File: src/rtl/dataflow_rec_pkg.sv
// Shared types for the ap_ctrl transaction recorder: record layout, FSM states, flush timeout.
// Optional stall field is enabled by defining AP_CTRL_STALL_CNT_EN.
package dataflow_rec_pkg;

    // Record timestamp fields are fixed at this width; narrower TS_W values are zero-extended.
    localparam int REC_TS_W      = 32;
    localparam int FLUSH_TIMEOUT = 1024;

    typedef enum logic [1:0] {
        ST_IDLE  = 2'd0,
        ST_BUSY  = 2'd1,
        ST_FLUSH = 2'd2,
        ST_DONE  = 2'd3
    } state_e;

    typedef struct packed {
        logic [15:0]         txn_id;
        logic [REC_TS_W-1:0] start_ts;
        logic [REC_TS_W-1:0] latency;
`ifdef AP_CTRL_STALL_CNT_EN
        logic [15:0]         stall;
`endif
    } rec_t;

    function automatic logic [15:0] sat_inc16(input logic [15:0] v);
        return (v == 16'hFFFF) ? v : v + 16'd1;
    endfunction

endpackage

File: src/rtl/ap_ctrl_recorder_fifo.sv
// Synchronous record FIFO with full/empty flags; writes while full are discarded.
module rec_fifo #(
    parameter int DEPTH = 8,
    parameter int WIDTH = 80
) (
    input  logic             clock,
    input  logic             reset,
    input  logic             wr_en_i,
    input  logic [WIDTH-1:0] wr_data_i,
    input  logic             rd_en_i,
    output logic [WIDTH-1:0] rd_data_o,
    output logic             full_o,
    output logic             empty_o
);

    localparam int AW = $clog2(DEPTH);

    logic [WIDTH-1:0] mem_q [DEPTH];
    logic [AW:0]      wr_ptr_q;
    logic [AW:0]      rd_ptr_q;
    logic             wr_ok_s;
    logic             rd_ok_s;

    assign empty_o   = (wr_ptr_q == rd_ptr_q);
    assign full_o    = (wr_ptr_q[AW-1:0] == rd_ptr_q[AW-1:0]) && (wr_ptr_q[AW] != rd_ptr_q[AW]);
    assign wr_ok_s   = wr_en_i & ~full_o;
    assign rd_ok_s   = rd_en_i & ~empty_o;
    assign rd_data_o = mem_q[rd_ptr_q[AW-1:0]];

    // Pointer update; the extra MSB distinguishes full from empty.
    always_ff @(posedge clock or posedge reset) begin
        if (reset) begin
            wr_ptr_q <= {(AW+1){1'b0}};
            rd_ptr_q <= {(AW+1){1'b0}};
        end else begin
            if (wr_ok_s) begin
                wr_ptr_q <= wr_ptr_q + {{AW{1'b0}}, 1'b1};
            end else begin
                wr_ptr_q <= wr_ptr_q;
            end
            if (rd_ok_s) begin
                rd_ptr_q <= rd_ptr_q + {{AW{1'b0}}, 1'b1};
            end else begin
                rd_ptr_q <= rd_ptr_q;
            end
        end
    end

    // Storage array, cleared on reset so the idle read port is deterministic.
    always_ff @(posedge clock or posedge reset) begin
        if (reset) begin
            for (int i = 0; i < DEPTH; i++) begin
                mem_q[i] <= {WIDTH{1'b0}};
            end
        end else if (wr_ok_s) begin
            mem_q[wr_ptr_q[AW-1:0]] <= wr_data_i;
        end else begin
            mem_q <= mem_q;
        end
    end

endmodule

File: src/rtl/ap_ctrl_recorder.sv
// Observes an ap_ctrl handshake and records {txn_id, start_ts, latency} per completion.
// Define AP_CTRL_STALL_CNT_EN to add a per-transaction ap_continue stall count to each record.
module ap_ctrl_recorder
    import dataflow_rec_pkg::*;
#(
    parameter int FIFO_DEPTH = 8,
    parameter int TS_W       = 32
) (
    input  logic clock,
    input  logic reset,
    input  logic ap_start,
    input  logic ap_ready,
    input  logic ap_done,
    input  logic ap_continue,
    input  logic finish,
    output logic rec_valid,
    input  logic rec_ready,
    output rec_t rec_data,
    output logic ovf,
    output logic drain_done
);

    localparam int REC_W       = $bits(rec_t);
    localparam int FLUSH_CNT_W = $clog2(FLUSH_TIMEOUT);

    logic [TS_W-1:0]        ts_q, ts_d;
    logic [TS_W-1:0]        sq0_q, sq0_d, sq1_q, sq1_d;
    logic [1:0]             sq_cnt_q, sq_cnt_d;
    logic [15:0]            txn_q, txn_d;
    logic                   ovf_q, ovf_d;
    logic                   drain_done_q;
    state_e                 state_q, state_d;
    logic [FLUSH_CNT_W-1:0] flush_cnt_q, flush_cnt_d;

    logic                   start_acc_s;
    logic                   comp_s;
    logic                   comp_ok_s;
    logic                   q_ovf_s;
    logic [TS_W-1:0]        lat_s;
    rec_t                   rec_wr_s;
    logic [REC_W-1:0]       rd_data_s;
    logic                   fifo_full_s;
    logic                   fifo_empty_s;

    // Starts are only tracked before finish is requested.
    assign start_acc_s = ap_start & ap_ready & ~finish &
                         ((state_q == ST_IDLE) || (state_q == ST_BUSY));
    assign comp_s      = ap_done & ap_continue;
    assign comp_ok_s   = comp_s && (sq_cnt_q != 2'd0);
    assign lat_s       = ts_q - sq0_q;
    assign ts_d        = ts_q + TS_W'(1);

    // Start queue: pop the oldest on completion first, then push the new start.
    always_comb begin
        sq_cnt_d = sq_cnt_q;
        sq0_d    = sq0_q;
        sq1_d    = sq1_q;
        q_ovf_s  = 1'b0;
        if (comp_s) begin
            if (sq_cnt_q != 2'd0) begin
                sq0_d    = sq1_q;
                sq_cnt_d = sq_cnt_q - 2'd1;
            end else begin
                q_ovf_s = 1'b1;
            end
        end else begin
            sq_cnt_d = sq_cnt_q;
        end
        if (start_acc_s) begin
            if (sq_cnt_d == 2'd2) begin
                q_ovf_s = 1'b1;
            end else if (sq_cnt_d == 2'd0) begin
                sq0_d    = ts_q;
                sq_cnt_d = 2'd1;
            end else begin
                sq1_d    = ts_q;
                sq_cnt_d = 2'd2;
            end
        end else begin
            sq1_d = sq1_d;
        end
    end

    assign txn_d = comp_ok_s ? (txn_q + 16'd1) : txn_q;
    assign ovf_d = ovf_q | q_ovf_s | (comp_ok_s & fifo_full_s);

`ifdef AP_CTRL_STALL_CNT_EN
    logic [15:0] stall_q, stall_d;

    // Stall count belongs to the oldest outstanding transaction and restarts on its completion.
    always_comb begin
        stall_d = stall_q;
        if (comp_ok_s) begin
            stall_d = 16'd0;
        end else if (ap_done && !ap_continue && (sq_cnt_q != 2'd0)) begin
            stall_d = sat_inc16(stall_q);
        end else begin
            stall_d = stall_q;
        end
    end

    // Stall counter register.
    always_ff @(posedge clock or posedge reset) begin
        if (reset) begin
            stall_q <= 16'd0;
        end else begin
            stall_q <= stall_d;
        end
    end

    assign rec_wr_s.stall = stall_q;
`endif

    assign rec_wr_s.txn_id   = txn_q;
    assign rec_wr_s.start_ts = REC_TS_W'(sq0_q);
    assign rec_wr_s.latency  = REC_TS_W'(lat_s);

    // Lifecycle FSM with a bounded flush window.
    always_comb begin
        state_d     = state_q;
        flush_cnt_d = flush_cnt_q;
        case (state_q)
            ST_IDLE, ST_BUSY: begin
                if (finish) begin
                    state_d     = ST_FLUSH;
                    flush_cnt_d = {FLUSH_CNT_W{1'b0}};
                end else if (sq_cnt_d != 2'd0) begin
                    state_d = ST_BUSY;
                end else begin
                    state_d = ST_IDLE;
                end
            end
            ST_FLUSH: begin
                if (((sq_cnt_q == 2'd0) && fifo_empty_s) ||
                    (flush_cnt_q == FLUSH_CNT_W'(FLUSH_TIMEOUT - 1))) begin
                    state_d = ST_DONE;
                end else begin
                    flush_cnt_d = flush_cnt_q + FLUSH_CNT_W'(1);
                end
            end
            ST_DONE: begin
                state_d = ST_DONE;
            end
            default: begin
                state_d = ST_IDLE;
            end
        endcase
    end

    // Control and status registers.
    always_ff @(posedge clock or posedge reset) begin
        if (reset) begin
            ts_q         <= {TS_W{1'b0}};
            sq0_q        <= {TS_W{1'b0}};
            sq1_q        <= {TS_W{1'b0}};
            sq_cnt_q     <= 2'd0;
            txn_q        <= 16'd0;
            ovf_q        <= 1'b0;
            drain_done_q <= 1'b0;
            state_q      <= ST_IDLE;
            flush_cnt_q  <= {FLUSH_CNT_W{1'b0}};
        end else begin
            ts_q         <= ts_d;
            sq0_q        <= sq0_d;
            sq1_q        <= sq1_d;
            sq_cnt_q     <= sq_cnt_d;
            txn_q        <= txn_d;
            ovf_q        <= ovf_d;
            drain_done_q <= (state_d == ST_DONE);
            state_q      <= state_d;
            flush_cnt_q  <= flush_cnt_d;
        end
    end

    rec_fifo #(
        .DEPTH (FIFO_DEPTH),
        .WIDTH (REC_W)
    ) u_rec_fifo (
        .clock     (clock),
        .reset     (reset),
        .wr_en_i   (comp_ok_s),
        .wr_data_i (rec_wr_s),
        .rd_en_i   (rec_ready),
        .rd_data_o (rd_data_s),
        .full_o    (fifo_full_s),
        .empty_o   (fifo_empty_s)
    );

    assign rec_valid  = ~fifo_empty_s;
    assign rec_data   = rd_data_s;
    assign ovf        = ovf_q;
    assign drain_done = drain_done_q;

endmodule

File: config.mk
export PLATFORM = sky130hd
export DESIGN_NAME = ap_ctrl_recorder
export DESIGN_NICKNAME = d
export VERILOG_FILES = /design/src/rtl/dataflow_rec_pkg.sv /design/src/rtl/ap_ctrl_recorder_fifo.sv /design/src/rtl/ap_ctrl_recorder.sv
export SDC_FILE = /design/constraint.sdc
export NUM_CORES = 2
export LEC_CHECK = 0
export ABC_AREA = 1
export CAP_MARGIN = 30
export CORE_ASPECT_RATIO = 1.1
export CORE_MARGIN = 2
export CORE_UTILIZATION = 60
export DETAILED_ROUTE_END_ITERATION = 8
export PLACE_DENSITY_LB_ADDON = 0.25
export SKIP_CTS_REPAIR_TIMING = 1
export SYNTH_ARGS = -nofsm -noshare
export SYNTH_HDL_FRONTEND = slang
export SYNTH_SLANG_ARGS = --single-unit
File: constraint.sdc
create_clock -name clock -period 70 [get_ports clock]
set_clock_uncertainty 0.05 [all_clocks]
set_input_delay 21 -clock clock [delete_from_list [all_inputs] [get_ports clock]]
set_output_delay 21 -clock clock [all_outputs]
set_load 0.1 [all_outputs]
==> flow_summary.yaml <==
floorplanning:
  rows: 95
  chipHeight_um: 264
  dieArea_sq_um: 63300
  io_pins: 91
  initial_core_util: 0.604
  fp.dieW_um: 240
  core_area_sq_um: 60900
sta:
  worst_pin_slew_ns: 1.05
  setup_violations: 0
  setup_tns_ns: 0
  finalCriticalPeriod_ns: 26.21
  finalHoldViolCount: 0
  slew_headroom: 0.297
  rsz0062_at_grt: "false"
  drv_slew: 0
  fin_crit_sh: 0.374
  hold-worst-slack_ns: 0.421
  fmax_mhz: 38.1
yosys:
  netlist_area_sq_um: 36800
  syn_avg_cell_area_sq_um: 7.98
  ys_types: 39
  synth_cells: 4607
  yosys.area_share.simple: 0.210
  synth-edff-count: 0
  yosysSeqAreaShare: 0.528
  synth_compound_area_frac: 0.169
  synth_top_family_by_area: "simple AND/OR/NAND/NOR gates"
  synthArstFlopShare: 1.00
  ys_ff_latch: 776
  synth_warnings: 0
  syn_nets: 4652
  synth-adder-area-share: 0.0128
  ys.flop_type: "dfrtp_1"
  synthMuxAreaShare: 0
  synth_xor_area_frac: 0.0157
global_routing:
  grt_pass1_vias: 30540
  grt_busiest_layer: "met2"
  globalRouteMet2Util: 0.528
  grt_use_total: 0.331
  grt_use_met3: 0.0418
  grt_use_met1: 0.463
  grt_pass1_wl_um: 166000
  antenna_found_initial: 0
  grt_max_degree: 163
  grt_remaining_overflow: 0
run:
  maxCapViolations: 0
place:
  dp.cells: 5293
  port_buffers: 90
  place_hpwl_um: 61600
  gp_congestion: 1.03
worst_setup_path:
  cp.required_ns: 48.95
  worstSetupStartpointType: "flip-flop"
  critPathMaxStageDelay_ns: 1.21
  endpoint_kind: "output pin"
  crit_type: "flip-flop to output pin"
  critPathArrivalTime_ns: 5.16
  r2r_start: "u_rec_fifo.rd_ptr_q[0]"
  critPathLaunch: "u_rec_fifo.rd_ptr_q[0]"
  crit_fanout: 90
  crit_path_frequent_cell: "buf_4"
  cp_slowest_cell: "clkdlybuf4s50_1"
  ff2ff_setup_slack_ns: 65.04
  crit_chain: "buf_4 > buf_4 > o21ai_0 > o22ai_1 > nor2_1 > a31oi_1 > clkdlybuf4s50_1"
power:
  power.density_nw_per_um2: 46.8
  p_sw_uw: 927
  switching_share: 0.485
  leakagePower_uw: 0.0197
  total_power_uw: 1910
  p_int_uw: 983
  combPwrFrac: 0.488
  power_frac_seq: 0.293
  power_frac_clock: 0.219
  ir_drop_mv: 0.0515
routing:
  wire_per_inst_um: 18.9
  firstDrtPassIters: 6
  ant_nets: 0
  dr_total_vias: 31949
  drt-initial-drc-count: 3596
  drc: 0
  drt-total-wl_um: 103000
  via_per_inst: 5.89
clocking:
  clockBufferDepth: 3
  cts_tree: "built"
  clock_sinks: 776
  clkTransAtPathRegs_ns: 0.06
  root_buffer: "clkbuf_16"
  htree_levels: 3
  clkLatencyLatePin_ns: 0.63
  cts_made_buffers: 80
cells_and_area:
  final_util: 0.670
  final_net_count: 4599
  area_delta_synth_final_pct: 10.9
  stdcell_count: 5428
  fillCellCount: 5061
  drive_above_1_share: 0.0437
  diodes: 0
outcome:
  status: "completed"
min_path:
  min_from: "u_rec_fifo.mem_q[327]"
  hold_path.class: "flip-flop to flip-flop"
power by group through the flow:
| stage | combinational (uW) | clock, uW | sequential, uW |
|---|---|---|---|
| 3_5_place_dp | 922 | 0 | 565 |
| 5_1_grt | 990 | 440 | 567 |
| 6_report | 932 | 418 | 560 |
| 3_3_place_gp | 900 | 0 | 563 |
| 4_1_cts | 926 | 421 | 558 |
| 2_1_floorplan | 687 | 0 | 552 |
layer usage:
metal	routed length (um)	share of wire
met5	0	0
met2	48200	0.47
met4	3810	0.037
met3	7940	0.077
met1	42900	0.42
worst paths after layout:
path / endpoint / depth (start not counted)
setup / recovery: rec_data[19] / 7
hold / removal: u_rec_fifo.mem_q[327] / 2
hold reg to reg: u_rec_fifo.mem_q[327] / 2
min in group asynchronous: u_rec_fifo.mem_q[143] / 2
setup reg to reg: u_rec_fifo.mem_q[320] / 11
max in group asynchronous: u_rec_fifo.mem_q[502] / 6
metrics by stage:
step                      setup slack, ns  area [sq um]
final                               43.79         40800
after global routing                43.64         40800
after global placement              44.54         37900
after CTS                           43.86         40700
after detailed placement            44.54         38200
after floorplan                     27.17         36800
registers in the layout, indices dropped and copies added, names as in the netlist, 2 cells and up:
register and flops:
flush_cnt_q 10, u_rec_fifo.mem_q 640, u_rec_fifo.wr_ptr_q 4, txn_q 16, sq_cnt_q 2, sq1_q 32, sq0_q 32, state_q 2
u_rec_fifo.rd_ptr_q 4, ts_q 32
layout make-up:
cell class              instances  area (sq um)  area share
inverters                     323          1250      0.0306
clock inverters                17           158     0.00387
flip-flops and latches        776         19400       0.476
repair buffers                144          1540      0.0377
multi-input cells            3229         15000       0.368
well taps                     824          1030      0.0253
clock buffers                 115          2370      0.0580
synth_stat cells, types with 34 or more instances:
cell type  number  area share
buf_2          55      0.0075
o22ai_1        73       0.012
a21oi_1        96       0.013
inv_1         286       0.029
o21ai_1        75       0.010
ha_1           36       0.012
dfrtp_1       776        0.53
nand2_1      1233        0.13
o211ai_1       34      0.0069
clkbuf_1      189       0.019
xor2_1         58       0.014
nor2_1        482       0.049
o21ai_0       818        0.11
a31oi_1        80       0.014
nand3_1       167       0.023
cell families (layout without fill, tap and decap cells):
| group | count (synthesis) | after routing |
|---|---|---|
| XOR/XNOR | 66 | 66 |
| buffers and inverters | 602 | 599 |
| AND/OR/NAND/NOR | 1943 | 1943 |
| adder cells (fa/ha/maj) | 37 | 37 |
| flip-flops | 776 | 776 |
| AO/OA/AOI/OAI | 1183 | 1183 |
layout by cell type, fill, tap and decap left out, types with 3 or more instances in the layout:
cell type and instances:
a21oi_1 96, a31oi_1 80, buf_16 11, buf_4 42
clkbuf_1 15, clkbuf_16 83, clkbuf_8 17, clkdlybuf4s50_1 90
clkinv_1 29, clkinv_2 8, clkinvlp_4 3, dfrtp_1 773
dfrtp_4 3, ha_1 36, inv_1 283, inv_4 6
inv_6 5, nand2_1 1231, nand3_1 167, nand3b_1 7
nand4_1 9, nor2_1 482, nor3_1 29, nor3_4 7
o211ai_1 34, o21ai_0 818, o21ai_1 74, o21bai_1 3
o22ai_1 73, xnor2_1 8, xor2_1 58
critical path: cells and delay by family (launching register included):
kind | cells | cell delay (ns)
and+or+nand+nor | 1 | 0.06
AOI/OAI and AO/OA | 3 | 0.78
buffers and inverters | 3 | 2.78
DFF | 1 | 0.77
(Power assumes the default switching activity.)
